--- config.mk ---
export PLATFORM = sky130hd
export DESIGN_NAME = sipo_deser
export DESIGN_NICKNAME = d
export VERILOG_FILES = /design/src/rtl/sipo_deser.sv
export SDC_FILE = /design/constraint.sdc
export NUM_CORES = 1
export LEC_CHECK = 0
export CAP_MARGIN = 0
export CORE_AREA = 2 2 39 41
export DETAILED_ROUTE_END_ITERATION = 8
export DIE_AREA = 0 0 41 43
export PLACE_DENSITY = 0.66
export SKIP_CTS_REPAIR_TIMING = 1
export SYNTH_ARGS = -nofsm -noshare
export SYNTH_HDL_FRONTEND = slang
export SYNTH_SLANG_ARGS = --single-unit
--- constraint.sdc ---
create_clock -name clk -period 4.05 [get_ports clk]
set_input_delay 1.215 -clock clk [delete_from_list [all_inputs] [get_ports clk]]
set_output_delay 1.215 -clock clk [all_outputs]
set_load 0.02 [all_outputs]
--- src/rtl/sipo_deser.sv ---
// Serial-in/parallel-out deserialiser with bit-valid qualifier, selectable bit order
// and a valid/ready registered word output with a sticky overrun flag.
//
// state | meaning
// ------+-----------------------------------------------------------
// EMPTY | out holds no unaccepted word; out_valid = 0
// FULL  | out holds a completed word awaiting out_ready; out_valid = 1
module sipo_deser #(
    parameter int DW = 4,
    parameter bit MSB_FIRST = 1'b1,
    localparam int CW = $clog2(DW)
) (
    input  logic          clk,
    input  logic          rstn,
    input  logic          clr,
    input  logic          si_valid,
    input  logic          si,
    output logic [DW-1:0] out,
    output logic          out_valid,
    input  logic          out_ready,
    output logic [CW-1:0] bit_cnt,
    output logic          overrun
);

    typedef enum logic {EMPTY, FULL} state_t;

    state_t        state, state_nxt;
    logic [DW-1:0] sh, sh_shift, out_nxt;
    logic          sample, last_bit, complete, ovr_nxt;

    assign sample   = si_valid & ~clr;
    assign last_bit = (bit_cnt == CW'(DW - 1));
    assign complete = sample & last_bit;

    // sh_shift is the word including the bit sampled on this edge
    generate
        if (MSB_FIRST) begin : g_msb
            assign sh_shift = {sh[DW-2:0], si};
        end else begin : g_lsb
            assign sh_shift = {si, sh[DW-1:1]};
        end
    endgenerate

    always_ff @(posedge clk or negedge rstn) begin
        if (!rstn) begin
            sh      <= '0;
            bit_cnt <= '0;
        end else if (clr) begin
            sh      <= '0;
            bit_cnt <= '0;
        end else if (sample) begin
            sh      <= sh_shift;
            bit_cnt <= last_bit ? '0 : bit_cnt + CW'(1);
        end
    end

    always_ff @(posedge clk or negedge rstn) begin
        if (!rstn) begin
            state   <= EMPTY;
            out     <= '0;
            overrun <= 1'b0;
        end else begin
            state   <= state_nxt;
            out     <= out_nxt;
            overrun <= ovr_nxt;
        end
    end

    always_comb begin
        state_nxt = state;
        out_nxt   = out;
        ovr_nxt   = overrun;
        case (state)
            EMPTY: begin
                if (complete) begin
                    out_nxt   = sh_shift;
                    state_nxt = FULL;
                end
            end
            FULL: begin
                if (complete) begin
                    // consume-and-replace on the same edge is not an overrun
                    if (out_ready) out_nxt = sh_shift;
                    else           ovr_nxt = 1'b1;
                end else if (out_ready) begin
                    state_nxt = EMPTY;
                end
            end
            default: state_nxt = EMPTY;
        endcase
        if (clr) ovr_nxt = 1'b0;
    end

    assign out_valid = (state == FULL);

endmodule

* Yosys cells after proc, flatten, opt, wreduce, memory -nomap -nowiden *
Index checks and enable logic that the tools add are counted.

word-level totals
  bits in registers = 11
  logic and storage cells = 37
  output and inout bits = 8

operators by class
  bitwise gates (word level) = 4
  add/sub/neg operators = 1
  equality and inequality tests = 5
  multiplexer cells = 17
  reductions and logical operators = 5

operators with widths
  cell                                                                     number
  4-bit 2-to-1 mux                                                         3
  4-bit case mux with 2 select lines                                       1
  1-bit 2-to-1 mux                                                         7
  2-bit 2-to-1 mux                                                         3
  3-bit 2-to-1 mux                                                         2
  2-bit inequality test, second input constant                             3
  3-bit AND reduction                                                      2
  2-bit nonzero test                                                       3
  2-bit by 1-bit adder with 2-bit output, second input constant            1
  1-bit AND                                                                2
  2-bit equality test, second input constant                               1
  2-bit by 1-bit inequality test with 1-bit output, second input constant  1
  1-bit inverter                                                           2
  1-bit case mux with 2 select lines                                       1

* Depth between registers and ports, before layout *
  depth in word-level cells = 6
  mapped depth = 4

* Least setup slack after synthesis *
Ideal clock, no wire load.

  path type = input-to-reg
  start = in si_valid
  end = reg out[0]
  data arrival time = 1.905 ns
  stages on the path = 4
  setup slack = 2.020 ns
  path buffers = 1
  data required time = 3.925 ns
  library setup time = 0.125 ns
  path through = buf_6 -> nand2_4 -> nor3_4 -> mux2_2

on the way
  word-level cells in the longest chain between the ends = 4

ends and longest elaborated chain
  item                                                                                                        RTL line  source
  start: declaration                                                                                          16        input logic si_valid,
  1-bit AND *                                                                                                 31        assign sample = si_valid & ~clr;
  1-bit AND *                                                                                                 33        assign complete = sample & last_bit;
  2-bit inequality test (no line) / 2-bit by 1-bit inequality test with 1-bit output (equally long branches)  n/a
  3-bit AND reduction (no line) *                                                                             n/a
  end signal: assignment                                                                                      64        out <= out_nxt;
  end: declaration                                                                                            18        output logic [DW-1:0] out,

Every way passes the cells marked *; elsewhere a longest branch is shown, timed or not.
A chain may end at the register's enable or synchronous reset.

* Worst setup path after layout *
  start = reg bit_cnt[0]
  end = out bit_cnt[0]

RTL lines
  item                      RTL line  source
  start: declaration        21        output logic [CW-1:0] bit_cnt,
  start signal: assignment  53        bit_cnt <= last_bit ? '0 : bit_cnt + CW'(1);

No word-level cell between the ends.

==> qor.csv <==
metric,value,unit
status,"complete, no violations",
max cap viols,0,
Synth Register Bits,11,
Via-to-Cell Ratio,4.667,
DPL Wire Length,580.2,µm
P&R area growth vs syn,31.62,%
"Clk Latency, worst-skew pair",0.26,ns
Die Height,43,µm
Detail Route Antenna Nets,0,
mux cell area share after synthesis,19.54,%
Synth Area in Simple Gates,13.88,%
top cell type's share of synthesized area,56.56,%
Hold Fails Final Rpt,0,
TritonCTS buffer count,3,
Tightest Pin Transition,0.4660,ns
combinational family with the most area after synthesis,multiplexers,
H-tree depth,1,
antenna violations before repair,0,
peak supply drop,177.5,µV
drt pass-1 iters,4,
first-pass GRT wire length,1.228,mm
finished layout cell area,640.6,µm²
vias,308,
Crit-path slowest cell,clkdlybuf4s50_1,
Setup WS pre-CTS,1.300,ns
worst min-delay path category,reg -> reg,
Flop pwr share,52.6,%
Yosys warning total,0,
cell row count,14,
Internal Power,0.1725,mW
Port Buffer Count,13,
Top-Level Pins,14,
"Cell Chain, Critical Path",clkdlybuf4s50_1,
Post-Syn Area,486.7,µm²
Final period util,61.13,%
critical path launch point type,flop,
Synth area leaders,"dfrtp_1 57%, mux2i_1 10%, mux2_2 9.3%",
Clock Power Share,31.5,%
Worst setup EP type,output pin,
post-synth top area cell,dfrtp_1,
CP max FO,4,
non-filler instance count after layout,66,
DIE AREA,1763,µm²
Global Route Usage Sum,10.62,%
Die Wd,41,µm
clk root buf,clkbuf_4,
Final GP Congestion,0.7074,
DP Area,614.3,µm²
cells after synthesis,35,
Placeable Area,1384,µm²
clock sinks,11,
CTS clock-pin slew for the worst setup and hold paths,0.06,ns
post-synth cell types,11,
RSZ-0062 raised after global routing,no,
Antenna diodes,0,
adder-cell share of the synthesized area,2.571,%
PD cells,354.7,nW/µm²
total negative slack,0,ns
Peak Freq,0.4039,GHz
max_slew headroom,68.83,%
register area share after synthesis,56.56,%
number of global-route vias before repair,275,
minimum clock period,2.476,ns
Synth Area in Compound Gates,2.828,%
Final WS setup,1.574,ns
DRC,0,
syn_area_per_cell,13.91,µm²
dpl cells,62,
Avg WL per Cell,11.27,µm
Net Sw Frac,24.08,%
critical path buffer and inverter count,1,
Pins Over Slew Limit,0,
Top Family by Delay on Critical Path,buffers and inverters,
1st-iter DRT viols,13,
NetSw,0.05472,mW
Total Wirelength,744,µm
combinational share of power,16.0,%
post-synthesis net count,42,
Final Skew,0.001359,ns
Initial Util,35.17,%
CTS tree,built,
CP Class,reg -> out,
reported leakage power,0.3005,nW
Post-Synth XOR/XNOR Area,0,%
CTS Buffer Depth,2,
share of post-route cells with drive strength above 1,20.00,%
# setup viols final,0,
CP Data Required Time,2.83,ns
critical path arrival,1.26,ns
largest net degree at the start of global routing,12,
nets,58,
max incr delay on CP,0.62,ns
grt ovf,0,
metrics by stage:
step / total power [mW] / hold slack (ns) / util (%)
after floorplan: 0.1410 / 0.4787 / -
after global placement: 0.1581 / 0.4783 / 44.39
after detailed placement: 0.1586 / 0.4850 / 44.39
after CTS: 0.2325 / 0.4999 / 46.29
after global routing: 0.2411 / 0.5156 / 46.29
final: 0.2272 / 0.4912 / 46.29
cell families (layout without fill, tap and decap cells):
| family | after synthesis | in the layout |
|---|---|---|
| DFF | 11 | 11 |
| and+or+nand+nor | 10 | 10 |
| muxes | 9 | 9 |
| buffers and inverters | 2 | 17 |
| adders and majority gates | 1 | 1 |
| AOI/OAI and AO/OA | 2 | 2 |
sequential cells by signal (all words and copies together) (netlist names):
name       count
out_valid      1
out            4
sh             3
overrun        1
bit_cnt        2
routing by layer:
metal	share of wire, %	track usage [%]
met2	51	14.37
met4	0	6.000
met3	5.8	4.712
met1	43	13.61
met5	0	0
Yosys cell counts (all sizes together):
| master | instances |
|---|---|
| a31oi | 1 |
| mux2 | 4 |
| buf | 2 |
| nor2 | 7 |
| dfrtp | 11 |
| mux2i | 5 |
| ha | 1 |
| nand2 | 1 |
| nor2b | 1 |
| o21bai | 1 |
| nor3 | 1 |
cell usage in the layout, fill, tap and decap left out, drive strengths merged:
cell           count
mux2               4
nor2               7
dfrtp             11
clkdlybuf4s50     13
ha                 1
nor2b              1
nor3               1
o21bai             1
clkbuf             4
nand2              1
mux2i              5
a31oi              1
path summary, 6_finish.rpt:
kind | startpoint | to | slack, ns | cells past startpoint
max in group asynchronous | rstn | sh[2] | 2.46 | 1
setup / recovery | bit_cnt[0] | bit_cnt[0] | 1.57 | 1
setup reg to reg | bit_cnt[0] | out[0] | 2.66 | 4
hold / removal | overrun | overrun | 0.49 | 2
min in group asynchronous | rstn | out_valid | 1.27 | 1
hold reg to reg | overrun | overrun | 0.49 | 2
cell type report:
type | instances | area, µm²
Clock buffer | 4 | 26.28
Timing Repair Buffer | 13 | 130.1
Tap cell | 16 | 20.02
Fill cell | 129 | 743.2
Multi-Input combinational cell | 22 | 188.9
Sequential cell | 11 | 275.3
power groups by stage:
| stage | sequential, mW | clock, mW | combinational, mW |
|---|---|---|---|
| 2_1_floorplan | 0.127 | 0 | 0.0137 |
| 3_3_place_gp | 0.122 | 0 | 0.0364 |
| 3_5_place_dp | 0.122 | 0 | 0.0370 |
| 4_1_cts | 0.119 | 0.0761 | 0.0371 |
| 5_1_grt | 0.120 | 0.0819 | 0.0392 |
| 6_report | 0.119 | 0.0715 | 0.0363 |
No activity file was read; power rests on OpenSTA's default activity.
